<file path="config.mk">
export PLATFORM = sky130hd
export DESIGN_NAME = multicycle_control
export DESIGN_NICKNAME = d
export VERILOG_FILES = /design/src/rtl/multicycle_control_pkg.sv /design/src/rtl/multicycle_control.sv
export SDC_FILE = /design/constraint.sdc
export NUM_CORES = 1
export LEC_CHECK = 0
export CORE_MARGIN = 5
export CORE_UTILIZATION = 43
export DETAILED_ROUTE_END_ITERATION = 8
export PLACE_DENSITY = 0.69
export SYNTH_ARGS = -nofsm -noshare
export SYNTH_HDL_FRONTEND = slang
export SYNTH_SLANG_ARGS = --single-unit
</file>
<file path="constraint.sdc">
create_clock -name clk -period 4.5 [get_ports clk]
set_clock_uncertainty 0.15 [all_clocks]
set_input_delay 0.9 -clock clk [delete_from_list [all_inputs] [get_ports clk]]
set_output_delay 0.9 -clock clk [all_outputs]
set_load 0.01 [all_outputs]
</file>
<file path="src/rtl/multicycle_control_pkg.sv">
// ============================================================================
// Module   : multicycle_control_pkg
// Purpose  : Shared state codes, ALU/mux select codes and opcodes for the
//            multicycle controller, datapath and ALU control.
// Revision : 1.0 - initial release
// ============================================================================
`default_nettype none

package multicycle_control_pkg;

  typedef enum logic [3:0] {
    ST_FETCH     = 4'd0,
    ST_DECODE    = 4'd1,
    ST_MEM_ADDR  = 4'd2,
    ST_MEM_READ  = 4'd3,
    ST_MEM_WB    = 4'd4,
    ST_MEM_WRITE = 4'd5,
    ST_R_EXEC    = 4'd6,
    ST_R_WB      = 4'd7,
    ST_BRANCH    = 4'd8,
    ST_JUMP      = 4'd9,
    ST_I_EXEC    = 4'd10,
    ST_I_WB      = 4'd11,
    ST_TRAP      = 4'd12
  } state_e;

  localparam logic [3:0] c_alu_add   = 4'd0;
  localparam logic [3:0] c_alu_sub   = 4'd1;
  localparam logic [3:0] c_alu_funct = 4'd2;
  localparam logic [3:0] c_alu_or    = 4'd3;
  localparam logic [3:0] c_alu_and   = 4'd4;
  localparam logic [3:0] c_alu_slt   = 4'd5;

  localparam logic [1:0] c_srcb_rt      = 2'd0;
  localparam logic [1:0] c_srcb_four    = 2'd1;
  localparam logic [1:0] c_srcb_imm     = 2'd2;
  localparam logic [1:0] c_srcb_imm_sh2 = 2'd3;

  localparam logic [1:0] c_pcsrc_alu     = 2'd0;
  localparam logic [1:0] c_pcsrc_alu_out = 2'd1;
  localparam logic [1:0] c_pcsrc_jump    = 2'd2;

  localparam logic [5:0] c_op_rtype = 6'b000000;
  localparam logic [5:0] c_op_j     = 6'b000010;
  localparam logic [5:0] c_op_beq   = 6'b000100;
  localparam logic [5:0] c_op_bne   = 6'b000101;
  localparam logic [5:0] c_op_addi  = 6'b001000;
  localparam logic [5:0] c_op_slti  = 6'b001010;
  localparam logic [5:0] c_op_andi  = 6'b001100;
  localparam logic [5:0] c_op_ori   = 6'b001101;
  localparam logic [5:0] c_op_lw    = 6'b100011;
  localparam logic [5:0] c_op_sw    = 6'b101011;

  // ALU operation for the immediate-arithmetic group.
  function automatic logic [3:0] imm_alu_op(input logic [5:0] op);
    case (op)
      c_op_andi: return c_alu_and;
      c_op_ori:  return c_alu_or;
      c_op_slti: return c_alu_slt;
      default:   return c_alu_add;
    endcase
  endfunction

endpackage

`default_nettype wire

</file>
<file path="src/rtl/multicycle_control.sv">
// ============================================================================
// Module   : multicycle_control
// Purpose  : Multicycle MIPS-subset control FSM with memory wait states,
//            illegal-opcode trap and retired-instruction counter.
// Revision : 1.0 - initial release
// ============================================================================
`default_nettype none

module multicycle_control
  import multicycle_control_pkg::*;
(
  input  logic        clk,
  input  logic        nrst,
  input  logic [5:0]  opcode,
  input  logic        zero,
  input  logic        mem_ready,
  output logic        mem_read,
  output logic        mem_write,
  output logic        iord,
  output logic        ir_write,
  output logic        pc_write,
  output logic        reg_write,
  output logic        reg_dst,
  output logic        mem_to_reg,
  output logic        alu_src_a,
  output logic [1:0]  alu_src_b,
  output logic [3:0]  alu_op,
  output logic [1:0]  pc_source,
  output logic [3:0]  state,
  output logic        illegal,
  output logic [31:0] instr_count
);

  state_e      r_state;
  state_e      w_next;
  logic [5:0]  r_opcode;
  logic [31:0] r_instr_count;
  logic        w_retire;

  always_ff @(posedge clk or posedge nrst) begin
    if (nrst) begin
      r_state       <= ST_FETCH;
      r_opcode      <= 6'd0;
      r_instr_count <= 32'd0;
    end else begin
      r_state <= w_next;
      if (r_state == ST_DECODE) r_opcode <= opcode;
      if (w_retire) r_instr_count <= r_instr_count + 32'd1;
    end
  end

  always_comb begin
    w_next     = r_state;
    w_retire   = 1'b0;
    mem_read   = 1'b0;
    mem_write  = 1'b0;
    iord       = 1'b0;
    ir_write   = 1'b0;
    pc_write   = 1'b0;
    reg_write  = 1'b0;
    reg_dst    = 1'b0;
    mem_to_reg = 1'b0;
    alu_src_a  = 1'b0;
    alu_src_b  = c_srcb_rt;
    alu_op     = c_alu_add;
    pc_source  = c_pcsrc_alu;
    illegal    = 1'b0;

    case (r_state)
      ST_FETCH: begin
        mem_read  = 1'b1;
        alu_src_b = c_srcb_four;
        if (mem_ready) begin
          ir_write = 1'b1;
          pc_write = 1'b1;
          w_next   = ST_DECODE;
        end
      end
      ST_DECODE: begin
        alu_src_b = c_srcb_imm_sh2;
        case (opcode)
          c_op_lw, c_op_sw:                          w_next = ST_MEM_ADDR;
          c_op_rtype:                                w_next = ST_R_EXEC;
          c_op_beq, c_op_bne:                        w_next = ST_BRANCH;
          c_op_j:                                    w_next = ST_JUMP;
          c_op_addi, c_op_andi, c_op_ori, c_op_slti: w_next = ST_I_EXEC;
          default:                                   w_next = ST_TRAP;
        endcase
      end
      ST_MEM_ADDR: begin
        alu_src_a = 1'b1;
        alu_src_b = c_srcb_imm;
        w_next    = (r_opcode == c_op_lw) ? ST_MEM_READ : ST_MEM_WRITE;
      end
      ST_MEM_READ: begin
        mem_read = 1'b1;
        iord     = 1'b1;
        if (mem_ready) w_next = ST_MEM_WB;
      end
      ST_MEM_WB: begin
        reg_write  = 1'b1;
        mem_to_reg = 1'b1;
        w_retire   = 1'b1;
        w_next     = ST_FETCH;
      end
      ST_MEM_WRITE: begin
        mem_write = 1'b1;
        iord      = 1'b1;
        if (mem_ready) begin
          w_retire = 1'b1;
          w_next   = ST_FETCH;
        end
      end
      ST_R_EXEC: begin
        alu_src_a = 1'b1;
        alu_op    = c_alu_funct;
        w_next    = ST_R_WB;
      end
      ST_R_WB: begin
        reg_write = 1'b1;
        reg_dst   = 1'b1;
        w_retire  = 1'b1;
        w_next    = ST_FETCH;
      end
      ST_BRANCH: begin
        alu_src_a = 1'b1;
        alu_op    = c_alu_sub;
        pc_source = c_pcsrc_alu_out;
        pc_write  = ((r_opcode == c_op_beq) && zero) ||
                    ((r_opcode == c_op_bne) && !zero);
        w_retire  = 1'b1;
        w_next    = ST_FETCH;
      end
      ST_JUMP: begin
        pc_write  = 1'b1;
        pc_source = c_pcsrc_jump;
        w_retire  = 1'b1;
        w_next    = ST_FETCH;
      end
      ST_I_EXEC: begin
        alu_src_a = 1'b1;
        alu_src_b = c_srcb_imm;
        alu_op    = imm_alu_op(r_opcode);
        w_next    = ST_I_WB;
      end
      ST_I_WB: begin
        reg_write = 1'b1;
        w_retire  = 1'b1;
        w_next    = ST_FETCH;
      end
      // ST_TRAP and the unused codes 13-15 all lock up here.
      default: begin
        illegal = 1'b1;
        w_next  = ST_TRAP;
      end
    endcase

    // The state register already reads FETCH under reset; gate its strobes too.
    if (nrst) begin
      mem_read   = 1'b0;
      mem_write  = 1'b0;
      iord       = 1'b0;
      ir_write   = 1'b0;
      pc_write   = 1'b0;
      reg_write  = 1'b0;
      reg_dst    = 1'b0;
      mem_to_reg = 1'b0;
      alu_src_a  = 1'b0;
      alu_src_b  = c_srcb_rt;
      alu_op     = c_alu_add;
      pc_source  = c_pcsrc_alu;
      illegal    = 1'b0;
    end
  end

  assign state       = r_state;
  assign instr_count = r_instr_count;

endmodule

`default_nettype wire

</file>
# Yosys cells after proc, flatten, opt, wreduce, memory -nomap -nowiden
# Index checks and enable logic that the tools add are counted.
[word_totals]
memories = 0
wordCells = 85
reg_bits = 42
latch_bits = 0
mem_bits_rw = 0
inputBits = 10
out_inout_bits = 54
rom_bits = 0
[op_classes]
addsub = 1
bitwise_logic = 0
mul = 0
n_lt_le_gt_ge = 0
eq_ne = 29
div_mod_pow = 0
shifts = 0
reduce_logical = 17
mux = 35
[ops]
columns = ["cell", "n"]
rows = [
  ["$eq A6 B4 Y1 const B", 7],
  ["$add A32 B1 Y32 const B", 1],
  ["$pmux W4 S8", 1],
  ["$eq A6 B3 Y1 const B", 4],
  ["$mux W1", 20],
  ["$pmux W4 S5", 1],
  ["$eq A6 B6 Y1 const B", 3],
  ["$pmux W3 S3", 2],
  ["$eq A4 B3 Y1 const B", 4],
  ["$eq A4 B4 Y1 const B", 4],
  ["$mux W4", 4],
  ["$reduce_or A12 Y1", 1],
  ["$reduce_or A2 Y1", 5],
  ["$eq A4 B2 Y1 const B", 2],
  ["$reduce_or A4 Y1", 2],
  ["$eq A6 B2 Y1 const B", 1],
  ["$logic_not A6 Y1", 1],
  ["$ne A2 B2 Y1 const B", 3],
  ["$pmux W2 S3", 1],
  ["$reduce_or A5 Y1", 1],
  ["$eq A4 B1 Y1 const B", 1],
  ["$logic_not A4 Y1", 1],
  ["$mux W2", 2],
  ["$pmux W2 S2", 1],
  ["other kinds (8)", 9],
]

# Logic depth before layout (Yosys ltp)
# Gate-level depths: netlist (run 1).
[logic_depth]
word_depth = 5
ltp_mapped = 8
ltp_nobuf = 5

# Least setup slack after synthesis (run 1)
# No wires, ideal clock.
[synth_path]
path_type = "input to output"
start = "input nrst"
end = "output illegal"
required_time_ns = 3.450
cell_stages = 3
arrival_ns = 2.334
n_path_buf = 1
setup_slack_ns = 1.116
cell_sequence = "clkbuf_1 -> inv_1 -> and3_1"
[synth_via]
elab_chain_len = 1
[synth_rtl]
columns = ["element", "line_no", "text"]
rows = [
  ["start, declared", "multicycle_control.sv:13", "input logic nrst,"],
  ["$mux W1", "multicycle_control.sv:159", "if (nrst) begin"],
  ["end, declared", "multicycle_control.sv:30", "output logic illegal,"],
]
# Every way passes these cells.

# Worst setup path in the final report (run 1)
[layout_path]
start = "input nrst"
end = "output alu_op[2]"
[layout_via]
elab_chain_len = 1
[layout_rtl]
columns = ["element", "line_no", "text"]
rows = [
  ["$mux W4", "multicycle_control.sv:159", ""],
  ["end, declared", "multicycle_control.sv:27", "output logic [3:0] alu_op,"],
]
# Every way passes these cells.

==> impl_metrics.json, run 1 <==
{
  "cts-resized-gates": 0,
  "p_per_area_mw_per_mm2": 208,
  "r2r_start": "state[1]$_DFFE_PP0P_",
  "final_hold_viol_count": 0,
  "grt.met2_usage_pct": 25.5,
  "numCtsBuffers": 5,
  "fin_hold_ws_ps": 342,
  "antenna_found_initial": 0,
  "hpwl_um": 4060,
  "port_buffers": 62,
  "netlist_area_mm2": 0.00237,
  "io_pins": 64,
  "final.setup.tns_ps": 0,
  "fmax_ghz": 0.263,
  "drc": 0,
  "grt_util_all_layers_pct": 16.1,
  "viasPerCell": 5.29,
  "outcome": "completed",
  "max-slew-margin-rel_pct": 51.6,
  "power_mw": 0.645,
  "hold-path-endpoint": "instr_count[31]$_DFFE_PP0P_",
  "die_h_um": 84.3,
  "setup_viol": 0,
  "initial_utilization_pct": 43.6,
  "critical_path_class": "in -> out",
  "nNetsFinal": 311,
  "min_path_type": "reg -> reg",
  "cts_hold_buf": 0,
  "n_antenna_cell": 0,
  "worstSkewPairLatency_ps": 290,
  "worstPathMaxFanout": 11,
  "path_clk_slew_ps": 80,
  "worstPathArrival_ps": 2750,
  "grt_pass1_vias": 1940,
  "synthFlopType": "dfrtp_1",
  "hold_depth": 1,
  "period_needed_ps": 3800,
  "peakVddDrop_v": 0.000129,
  "post-place-ws_ps": 679,
  "fill_cells": 491,
  "grt_pass1_wl_um": 9440,
  "cts_htree_levels": 2,
  "fin_crit_sh_pct": 84.5,
  "finalMaxSlewViolations": 0,
  "rr_worst_depth": 5,
  "power.leakage_nw": 1.27,
  "grt_start_max_net_pins": 43,
  "drive_above_1_share_pct": 8.64,
  "multiInputGateArea_mm2": 0.00121,
  "syn_area_per_cell_um2": 9.77,
  "core_area_mm2": 0.00544,
  "cts_post_setup_buffers_inserted": 0,
  "clk_path_buf_depth": 2,
  "synth_nets": 254,
  "synth-edff-count": 0,
  "reg2reg_slack_ps": 2130,
  "ant_nets": 0,
  "drt_pass1_iterations": 4,
  "ys_seq_area_share_pct": 44.3,
  "use_met1_pct": 21.7,
  "gp_congestion": 0.767,
  "ys_ff_latch": 42,
  "postSynth.asyncResetShare_pct": 100,
  "tritoncts": "built",
  "required_ps": 3450,
  "syn_to_final_growth_pct": 30.5,
  "yosys_warnings": 0,
  "placedInstanceArea_mm2": 0.00301,
  "vias": 1972,
  "worstHoldStart": "instr_count[31]$_DFFE_PP0P_",
  "overflow": 0,
  "cts.sinks": 42,
  "rsz0062_at_grt": "no",
  "fin_area_mm2": 0.00310,
  "drt_iter0_drc": 126,
  "fp.dieArea_mm2": 0.00711,
  "busiest_layer": "met2",
  "rows": 27,
  "wl_per_cell_um": 14.9,
  "r2r-end": "instr_count[25]$_DFFE_PP0P_",
  "synth.distinct_cells": 49,
  "fin_ws_ps": 700,
  "cp-start-kind": "input port",
  "grt_util_met3_pct": 4.12,
  "cap_violations": 0,
  "ff_latch_area_mm2": 0.00105,
  "syn_inst": 243,
  "wl_um": 5560,
  "cts_root_buffer": "clkbuf_8",
  "die_w_um": 84.3,
  "end_kind": "primary output",
  "tightest_slew_ps": 725
}
[stage by stage]
| step | utilization, % | instances |
|---|---|---|
| floorplan | - | 243 |
| global placement | 55.3 | 365 |
| detailed placement | 55.3 | 365 |
| CTS | 56.9 | 373 |
| global route | 56.9 | 373 |
| finish | 56.9 | 373 |
[final cells by class]
class,instances,area share [%]
clock inverter,2,0.444
timing repair buffer,63,20.3
clock buffer,6,2.34
inverter,8,0.970
sequential,42,33.9
tap,72,2.91
multi-input combinational,180,39.1
[sequential cells by signal (all words and copies together) (netlist names)]
| register | cells |
|---|---|
| instr_count | 32 |
| r_opcode | 6 |
| state | 4 |
[worst max path at each step]
stage               from  slack, ps  cells past startpoint        end
global placement    nrst        750                      5  alu_op[2]
CTS                 nrst        680                      5  alu_op[2]
detailed placement  nrst        680                      5  alu_op[2]
finish              nrst        700                      5  alu_op[2]
global route        nrst        560                      5  alu_op[2]
floorplan           nrst       1120                      3    illegal
[cell usage after synthesis, types with 4 or more instances]
cell	number	area, µm²
and3_1	8	50.1
xor2_1	6	52.6
mux2_2	7	78.8
o21ai_0	8	40.0
nor4_1	7	43.8
nand3_1	14	70.1
nand4_1	12	75.1
clkbuf_1	5	18.8
inv_1	8	30.0
nor3_1	8	40.0
xnor2_1	28	245
dfrtp_1	42	1050
nand2_1	15	56.3
a21oi_1	4	20.0
nor2_1	19	71.3
nand2b_1	6	37.5
[per-layer routing]
layer / up-vias / part of all wire [%]
met1: 957 / 47
met2: 41 / 48
li1: 969 / -
met5: - / 0
met4: 0 / 1.2
met3: 5 / 4.5
[worst max-delay path: stages]
cell and delay [ps]:
clkdlybuf4s50_1 610, nor4_1 270, nand4_1 190, nor3_1 220, clkdlybuf4s50_1 560
[power by group]
group,internal [mW],switching (mW),total (mW),leakage (nW)
clock,0.109,0.130,0.239,0.0452
sequential,0.377,0,0.377,0.566
combinational,0.0111,0.0173,0.0284,0.663
[cells in the final DEF, fill, tap and decap left out, types with 2 or more instances in the layout]
cell type	n
clkdlybuf4s50_1	62
dfrtp_1	42
xnor2_1	28
nor2_1	19
nand2_1	15
nand3_1	14
nand4_1	12
inv_1	8
and3_1	8
nor3_1	8
o21ai_0	8
mux2_2	7
nor4_1	7
xor2_1	6
nand2b_1	6
clkbuf_8	5
a21oi_1	4
nor2b_1	3
nor3_2	3
o22ai_1	3
nand4_2	2
or3_1	2
o41ai_1	2
[cells by family after synthesis]
group	share of synthesized area [%]
compound gates	7.75
xor+xnor	12.5
fa+ha+maj	0.527
buf+inv	4.69
flops	44.3
mux	3.32
other cells	0.158
simple gates	26.7
Note: power is estimated with default switching activity, not from simulation.
==> run 2: changes to the inputs <==
- PLACE_DENSITY: 0.69 -> 0.72
- clock period: 4.5 -> 3.45 ns (I/O delays scaled with it)
==> run 2 against run 1 <==
Critical path type unchanged; worst setup slack got worse by 460 ps; largest cell class unchanged; sequential cell count stayed put; critical path depth is 1 higher.
==> impl_metrics.json, run 2 (same netlist as run 1, synthesis figures left out) <==
{
  "viasPerCell": 5.35,
  "p_sw_share_pct": 20.8,
  "cap_violations": 0,
  "grt_pass1_wl_um": 9640,
  "numCtsBuffers": 5,
  "max-slew-margin-rel_pct": 60.8,
  "cts_root_buffer": "clkbuf_8",
  "port_buffers": 62,
  "die_h_um": 84.3,
  "grt_util_all_layers_pct": 16.1,
  "min_path_type": "reg -> reg",
  "peakVddDrop_v": 0.000222,
  "tightest_slew_ps": 584,
  "n_antenna_cell": 0,
  "core_area_mm2": 0.00544,
  "critical_path_class": "in -> out",
  "rsz0062_at_grt": "no",
  "wl_um": 5540,
  "drive_above_1_share_pct": 10.7,
  "initial_utilization_pct": 43.6,
  "setup_viol": 0,
  "p_clk_share_pct": 41.9,
  "end_kind": "primary output",
  "power.leakage_nw": 1.31,
  "wl_per_cell_um": 14.6,
  "drc": 0,
  "fmax_ghz": 0.312,
  "grt_pass1_vias": 2006,
  "combPwrFrac_pct": 4.2,
  "final.setup.tns_ps": 0,
  "antenna_found_initial": 0,
  "finalMaxSlewViolations": 0,
  "drt_iter0_drc": 114,
  "layout_commonest_cell": "clkdlybuf4s50_1",
  "post-place-ws_ps": 212,
  "vias": 2033,
  "clk_path_buf_depth": 2,
  "grt_start_max_net_pins": 43,
  "gp_congestion": 0.762,
  "final_cell_mix": "62 x clkdlybuf4s50_1, 42 x dfrtp_1, 28 x xnor2_1",
  "final_hold_viol_count": 0,
  "cts.sinks": 42,
  "power_mw": 0.913,
  "fin_ws_ps": 243,
  "ant_nets": 0,
  "p_sw_mw": 0.190,
  "worstSkewPairLatency_ps": 280,
  "worstPathArrival_ps": 2370,
  "place_inst": 372,
  "drt_pass1_iterations": 4,
  "worstPathMaxFanout": 1,
  "io_pins": 64,
  "nNetsFinal": 318,
  "required_ps": 2610,
  "syn_to_final_growth_pct": 33.7,
  "outcome": "completed",
  "cts_post_setup_buffers_inserted": 0,
  "largest_reg_flops": 32,
  "cp-start-kind": "input port",
  "fin_crit_sh_pct": 93.0,
  "overflow": 0,
  "die_w_um": 84.3,
  "hpwl_um": 4100,
  "period_needed_ps": 3210,
  "finalNonFillerCells": 380,
  "p_seq_share_pct": 53.8,
  "cts-resized-gates": 0,
  "fp.dieArea_mm2": 0.00711,
  "p_per_area_mw_per_mm2": 288,
  "cts_htree_levels": 2,
  "cts_hold_buf": 0,
  "rows": 27,
  "tritoncts": "built",
  "path_clk_slew_ps": 80,
  "internal-power_mw": 0.724
}
run 2: cell types whose count changed in the layout (fill, tap and decap cells not counted):
| cell | before | now |
|---|---|---|
| clkinv_4 | 1 | 0 |
| clkinvlp_4 | 0 | 1 |
| clkinv_2 | 1 | 0 |
| bufinv_16 | 0 | 1 |
| buf_4 | 1 | 8 |
run 2: critical path: stages:
cell             delay [ps]
clkdlybuf4s50_1         410
xnor2_1                 130
o41ai_1                 280
o21ai_0                 100
nor4_1                  180
clkdlybuf4s50_1         580
run 2: power by group through the flow:
stage                     Sequential (mW)  Clock [mW]  Combinational, mW
after floorplan                     0.502           0             0.0168
after global placement              0.502           0             0.0386
after detailed placement            0.502           0             0.0392
after CTS                           0.492       0.392             0.0393
after global routing                0.492       0.413             0.0435
final                               0.492       0.383             0.0387
run 2: layout make-up:
| type | instances | area [µm²] |
|---|---|---|
| flip-flops and latches | 42 | 1050 |
| well taps | 72 | 90.1 |
| multi-input cells | 180 | 1210 |
| repair buffers | 70 | 681 |
| fillers | 482 | 2270 |
| clock buffers | 6 | 72.6 |
| clock inverters | 2 | 37.5 |
| inverters | 8 | 30.0 |
run 2: layer usage:
metal	vias to the layer above	track usage (%)	routed length [µm]
li1	992	-	-
met1	1000	22.2	2640
met2	39	25.4	2620
met3	2	3.24	240
met4	0	4.82	37
met5	-	0	0
run 2: worst paths after layout:
kind                                        startpoint                          end  slack [ps]  cells past startpoint
max in group asynchronous                         nrst      r_opcode[3]$_DFFE_PP0P_        1840                      4
min                        instr_count[31]$_DFFE_PP0P_  instr_count[31]$_DFFE_PP0P_         330                      1
max reg2reg                       state[0]$_DFFE_PP0P_  instr_count[31]$_DFFE_PP0P_        1130                      6
max                                               zero                     pc_write         240                      6
min in group asynchronous                         nrst         state[0]$_DFFE_PP0P_         930                      4
min reg2reg                instr_count[31]$_DFFE_PP0P_  instr_count[31]$_DFFE_PP0P_         330                      1
run 2: per-stage QoR:
step	hold WS, ps	cell area [µm²]	util (%)
after floorplan	358	2370	-
after global placement	316	3060	56.3
after detailed placement	315	3060	56.3
after CTS	334	3170	58.3
after global routing	367	3170	58.3
final	330	3170	58.3
==> run 3: changes to the inputs <==
- CAP_MARGIN: default -> 20
==> results of run 3 <==
Final layout, timing and power as in run 2 (identical DEF).
